### config.mk
export PLATFORM = sky130hd
export DESIGN_NAME = swap_request_sequencer
export DESIGN_NICKNAME = d
export VERILOG_FILES = /design/src/rtl/swap_request_sequencer.sv
export SDC_FILE = /design/constraint.sdc
export NUM_CORES = 1
export LEC_CHECK = 0
export CAP_MARGIN = 20
export CELL_PAD_IN_SITES_DETAIL_PLACEMENT = 0
export CELL_PAD_IN_SITES_GLOBAL_PLACEMENT = 2
export CORE_ASPECT_RATIO = 0.6
export CORE_UTILIZATION = 25
export DETAILED_ROUTE_END_ITERATION = 7
export GPL_TIMING_DRIVEN = 0
export PLACE_DENSITY_LB_ADDON = 0.08
export SETUP_SLACK_MARGIN = 0.3
export SYNTH_ARGS = -nofsm -noshare
export SYNTH_HDL_FRONTEND = slang
export SYNTH_SLANG_ARGS = --single-unit
### constraint.sdc
create_clock -name clk -period 2.6 [get_ports clk]
set_input_delay 0.52 -clock clk [delete_from_list [all_inputs] [get_ports clk]]
set_output_delay 0.52 -clock clk [all_outputs]
set_load 0.03 [all_outputs]
### src/rtl/swap_request_sequencer.sv
// Upstream sequencer for the 3-register rotate/swap controller: queues host requests, issues one
// start pulse per request, waits for swap_done. Optional macro SWAP_SEQ_RETRY_EN: one re-issue on first timeout.
module swap_request_sequencer #(
  parameter int unsigned MAX_PENDING = 7,
  parameter int unsigned CNT_W       = 3,
  parameter int unsigned TIMEOUT     = 8
) (
  input  logic             clk,
  input  logic             rst,
  input  logic             req_valid,
  output logic             req_ready,
  output logic             start,
  input  logic             swap_done,
  output logic             busy,
  output logic [CNT_W-1:0] pending,
  output logic [7:0]       completed,
  output logic             timeout_err
);

  localparam int unsigned TMR_W = $clog2(TIMEOUT);

  localparam logic [1:0] ST_IDLE  = 2'd0;
  localparam logic [1:0] ST_START = 2'd1;
  localparam logic [1:0] ST_WAIT  = 2'd2;
  localparam logic [1:0] ST_ERR   = 2'd3;

  localparam logic [CNT_W-1:0] MAX_P    = CNT_W'(MAX_PENDING);
  localparam logic [TMR_W-1:0] TMR_LAST = TMR_W'(TIMEOUT - 1);

  logic [1:0]       state_q, state_d;
  logic [CNT_W-1:0] pending_q, pending_d;
  logic [7:0]       completed_q, completed_d;
  logic [TMR_W-1:0] timer_q, timer_d;
  logic             err_q, err_d;
  logic             accept, dequeue;
`ifdef SWAP_SEQ_RETRY_EN
  logic             retry_q, retry_d;
`endif

  assign req_ready   = (pending_q < MAX_P) && (state_q != ST_ERR);
  assign accept      = req_valid && req_ready;
  assign start       = (state_q == ST_START);
  assign busy        = (state_q == ST_START) || (state_q == ST_WAIT);
  assign pending     = pending_q;
  assign completed   = completed_q;
  assign timeout_err = err_q;

  always_comb begin
    state_d     = state_q;
    completed_d = completed_q;
    timer_d     = timer_q;
    err_d       = err_q;
    dequeue     = 1'b0;
`ifdef SWAP_SEQ_RETRY_EN
    retry_d     = retry_q;
`endif
    case (state_q)
      ST_IDLE: begin
        if (pending_q != '0) begin
          dequeue = 1'b1;
          state_d = ST_START;
        end
      end
      ST_START: begin
        timer_d = '0;
        state_d = ST_WAIT;
      end
      ST_WAIT: begin
        if (swap_done) begin
          state_d     = ST_IDLE;
          completed_d = completed_q + 8'd1;
`ifdef SWAP_SEQ_RETRY_EN
          retry_d     = 1'b0;
`endif
        end else if (timer_q == TMR_LAST) begin
`ifdef SWAP_SEQ_RETRY_EN
          // First timeout of this request re-issues it; the second one is fatal.
          if (!retry_q) begin
            retry_d = 1'b1;
            state_d = ST_START;
          end else begin
            state_d = ST_ERR;
            err_d   = 1'b1;
          end
`else
          state_d = ST_ERR;
          err_d   = 1'b1;
`endif
        end else begin
          timer_d = timer_q + TMR_W'(1);
        end
      end
      default: ;
    endcase

    pending_d = pending_q;
    if (accept && !dequeue)      pending_d = pending_q + CNT_W'(1);
    else if (!accept && dequeue) pending_d = pending_q - CNT_W'(1);
  end

  always_ff @(posedge clk) begin
    if (rst) begin
      state_q     <= ST_IDLE;
      pending_q   <= '0;
      completed_q <= '0;
      timer_q     <= '0;
      err_q       <= 1'b0;
`ifdef SWAP_SEQ_RETRY_EN
      retry_q     <= 1'b0;
`endif
    end else begin
      state_q     <= state_d;
      pending_q   <= pending_d;
      completed_q <= completed_d;
      timer_q     <= timer_d;
      err_q       <= err_d;
`ifdef SWAP_SEQ_RETRY_EN
      retry_q     <= retry_d;
`endif
    end
  end

endmodule
# [Word level (Yosys, flattened, before mapping)]
# Cells that the tools add are included.
[word_totals] word_cells=46 output_inout_bits=15 register_bits=17 inputBits=4
[op_classes] n_lt_le_gt_ge=1 n_mux=11 n_bitwise=1 add_sub_neg=4 n_eq_ne=8 n_reduce_logical=16
[ops] cell="two-way mux 3 bit" n=4
[ops] cell="AND reduction 3 bit" n=3
[ops] cell="adder 8 x 1 -> 8 bit (second input constant)" n=1
[ops] cell="!= test 2 bit (second input constant)" n=4
[ops] cell="adder 3 x 1 -> 3 bit (second input constant)" n=2
[ops] cell="two-way mux 2 bit" n=3
[ops] cell="one-hot mux 2 bit (3 select lines)" n=1
[ops] cell="one-hot mux 3 bit (2 select lines)" n=1
[ops] cell="nonzero test 3 bit" n=2
[ops] cell="logical AND 1 bit" n=4
[ops] cell="nonzero test 2 bit" n=2
[ops] cell="equality test 3 bit (second input constant)" n=1
[ops] cell="< comparator 3 bit (second input constant)" n=1
[ops] cell="!= test 3 x 2 -> 1 bit (second input constant)" n=1
[ops] cell="subtractor 3 x 1 -> 3 bit (second input constant)" n=1
[ops] cell="equality test 2 x 1 -> 1 bit (second input constant)" n=1
[ops] cell="equality test 2 bit (second input constant)" n=1
[ops] cell="zero test 1 bit" n=2
[ops] cell="zero test 2 bit" n=1
[ops] cell="two-way mux 1 bit" n=2
[ops] cell="AND reduction 2 bit" n=1
[ops] cell="logical OR 1 bit" n=1
[ops] cell="inverter 1 bit" n=1

# [Longest topological paths before layout]
[depth] word_depth=7 depth_mapped=9 ltp_nobuf=9

# [Worst setup path after synthesis]
# OpenSTA, ideal clock, no wires.
[synth_path] path_kind="flip-flop to flip-flop" startpoint="reg state_q[0]" endpoint="reg pending_q[2], in the netlist pending[2]" period_less_slack_ps=2543 path_buffers=0 stages_incl_launch_ff=10 arrival_ps=2472 path_slack_ps=57 setup_time_ps=71 cell_sequence="dfxtp_1 > ha_1 > a31oi_1 > and2_1 > ha_1 > inv_1 > fa_1 > xor2_1 > or3_1 > a21oi_1"
[synth_via] elab_chain_len=6 word_cells_on_any_way=11 cone_classes="eq/ne: 1; mux: 2; reduce/logical: 8"
[synth_rtl] item="start: declaration" line="30" text="logic [1:0] state_q, state_d;"
[synth_rtl] item="start signal: assignment" line="112" text="state_q <= state_d;"
[synth_rtl] item="!= test 2 bit *" line="40" text="assign req_ready = (pending_q < MAX_P) && (state_q != ST_ERR);"
[synth_rtl] item="logical AND 1 bit *" line="40"
[synth_rtl] item="net req_ready" line="11" text="output logic req_ready,"
[synth_rtl] item="logical AND 1 bit *" line="41" text="assign accept = req_valid && req_ready;"
[synth_rtl] item="zero test 1 bit" line="98" text="else if (!accept && dequeue) pending_d = pending_q - CNT_W'(1);"
[synth_rtl] item="logical AND 1 bit" line="98"
[synth_rtl] item="nonzero test 2 bit (no source line)"
[synth_rtl] item="end signal: assignment" line="113" text="pending_q <= pending_d;"
[synth_rtl] item="end: declaration" line="31" text="logic [CNT_W-1:0] pending_q, pending_d;"
# The timed path passes the listed nets; every way through them passes the cells marked *.
# A chain may end at the register's enable or synchronous reset.

# [Worst setup path after layout]
[layout_path] startpoint="reg state_q[0]" endpoint="out req_ready"
[layout_via] elab_chain_len=2
[layout_rtl] item="!= test 2 bit" line="40"
[layout_rtl] item="logical AND 1 bit" line="40"
[layout_rtl] item="end: declaration" line="11"
# Every way passes these cells.

==> metrics <==
GRT overflow 0; worst skew pair latency 250 ps; P_leak 0.4370 nW; layout cells sized above 1 0.1008; CTS tree built; Worst Max-Slew Pin Slew 487.1 ps; critical path type reg -> out; final WL 1940 um; Slew headroom 0.6752; flop2flop setup slack 460 ps; # port buffers 17; Place WS 200.8 ps; FILL cells 352; wire per inst between 10 and 15 um; Initial Util 0.2667; pin count of the biggest net entering global routing 11; die footprint 3773 um^2; synth warn 0; via count around 750; Seq cells post-synth 17; Cell Count Post-Placement 160; worst min-delay path endpoint timeout_err; post-synthesis simple-gate area fraction 0.1946; # clock sinks 17; CTS Root Cell clkbuf_8; ANT nets after route 0; non-filler cells, final 164; endpoints failing setup 0; Synth Flop Type dfxtp_1; Inserted Clock Buffers 3; DR iter-0 viols 54; antenna violations before repair 0; Syn-to-layout area delta 33.95%; Seq/Total Area, Yosys 0.3864; setup ws final 437.3 ps; MaxCap Viol Count 0; Worst Hold Launch timeout_err; HP Class reg -> reg; peak supply drop 0.3633 mV; multi-input logic area 528.0 um^2; number of synthesized flops with an enable pin 0; Sequential Area 340.3 um^2; post-synthesis compound-gate area fraction 0.1662; Final nets 133; Final Slew Violations 0; pwr/cell area 796.4 nW/um^2; xor-xnor portion of the synthesized cell area 0.03977; Via density 4.579; WP data arrival 1640 ps; Startpoint Class flop; ys async rst share 0; period utilisation layout 0.8318; largest family of logic cells by synthesized area simple AND/OR/NAND/NOR gates; critical-path maximum fanout 4; global-route wire length before repair 2973 um; Top Ports 19; core area 3303 um^2; fmax 0.4624 GHz; mux contribution to synthesized area 0.03409; Req. time, crit path 2080 ps; most frequent cells in the layout 17 x dfxtp_1, 16 x clkdlybuf4s50_1, 11 x a21oi_1; syn nets 111; DR DRC count 0; Site Rows 16; number of H-tree levels 1; Final Hold Fails 0; Worst Reg-to-Reg Cells 9; post-CTS setup buffer count 0; status complete, no violations; Period minus WS final 2163 ps; Mapped Area 880.8 um^2; Hold Crit Depth 2; worst r2r dst pending[2]; diode count 0; Mapped Cells slightly below 100; Total Routing Usage GR 0.1110; Final Wtd Congestion ~0.66; First-pass DRT Iterations 4; Yosys cell types 28; clk slew on worst S/H paths ~70 ps; TNS Setup 0 ps; vias in the first global route 585; Die Ht 47.98 um; overall die width just under 80 um; Crit. End Element primary output; Tot Pwr 0.0009396 W; RSZ-0062 raised after global routing no; commonest non-fill, non-tap cell in the layout dfxtp_1; Post-Route Skew between 2 and 3 ps; syn_area_per_cell 8.988 um^2; Post-Synth Adder-Cell Area 0.1364; worst r2r src state_q[0]; Clock Path Buffers 2; DP HPWL between 1500 and 2000 um
worst max-delay path: stages, from the launching register on:
cell and delay [ps]:
dfxtp_1 350, ha_2 220, a31oi_4 140, clkdlybuf4s50_1 680
registers in the layout, indices dropped and copies added, names as in the netlist:
name         cells
timeout_err      1
pending          3
completed        8
timer_q          3
state_q          2
cell type report:
class	count	share of cell area
inverter	8	0.02545
tap	45	0.04772
sequential	17	0.2884
buffer	2	0.006363
multi-input combinational	71	0.4475
timing repair buffer	17	0.1463
clock buffer	4	0.03818
power breakdown:
part | internal, W | leakage, nW | total, W | switching, W
logic | 0.000183 | 0.276 | 0.000402 | 0.000219
registers | 0.000289 | 0.138 | 0.000338 | 0.0000486
clock network | 0.000109 | 0.0228 | 0.000200 | 0.0000910
worst max path at each step:
stage	start	to	slack (ps)
global placement	req_valid	pending[2]	200
CTS	state_q[0]	busy	310
global route	state_q[0]	pending[2]	310
floorplan	state_q[0]	pending[2]	360
detailed placement	req_valid	pending[2]	200
finish	state_q[0]	req_ready	440
routing by layer:
metal  share of wire  up-vias  global-route usage
met1            0.58      345              0.1825
met2            0.36       17              0.1200
met5               0        -                   0
met4               0        0             0.02222
met3           0.059        0             0.04190
li1                -      389                   -
repair_timing:
item / 4_1_cts / 5_1_grt
endpoints found under the hold margin: 0 / 0
gates resized for setup: 0 / 4
hold buffers: 0 / 0
setup endpoints to repair: 0 / 2
cell usage after synthesis, types with 2 or more instances:
library cell,instances,area (um^2)
a21oi_1,11,55.05
nand3_1,3,15.01
or4_1,2,15.01
ha_1,8,100.1
dfxtp_1,17,340.3
clkbuf_1,2,7.510
nand4_1,2,12.51
nand2b_1,2,12.51
or3_1,3,18.77
o21ai_0,8,40.04
xor2_1,3,26.28
mux2i_1,3,30.03
nand2_1,7,26.28
o31ai_1,2,15.01
inv_1,8,30.03
nor2_1,5,18.77
through the flow:
stage                     hold slack, ps  area (um^2)  utilization
after floorplan                    453.2        895.9            -
after global placement             463.0         1122       0.3398
after detailed placement           473.1         1122       0.3398
after CTS                          483.8         1167       0.3534
after global routing               507.3         1180       0.3572
final                              478.4         1180       0.3572
kinds of logic after synthesis:
| logic type | after synthesis |
|---|---|
| and+or+nand+nor | 30 |
| AOI/OAI and AO/OA | 25 |
| DFF | 17 |
| buffers and inverters | 10 |
| adders and majority gates | 9 |
| xor gates and xnor gates | 4 |
| muxes | 3 |
No activity file was read; power rests on OpenSTA's default activity.
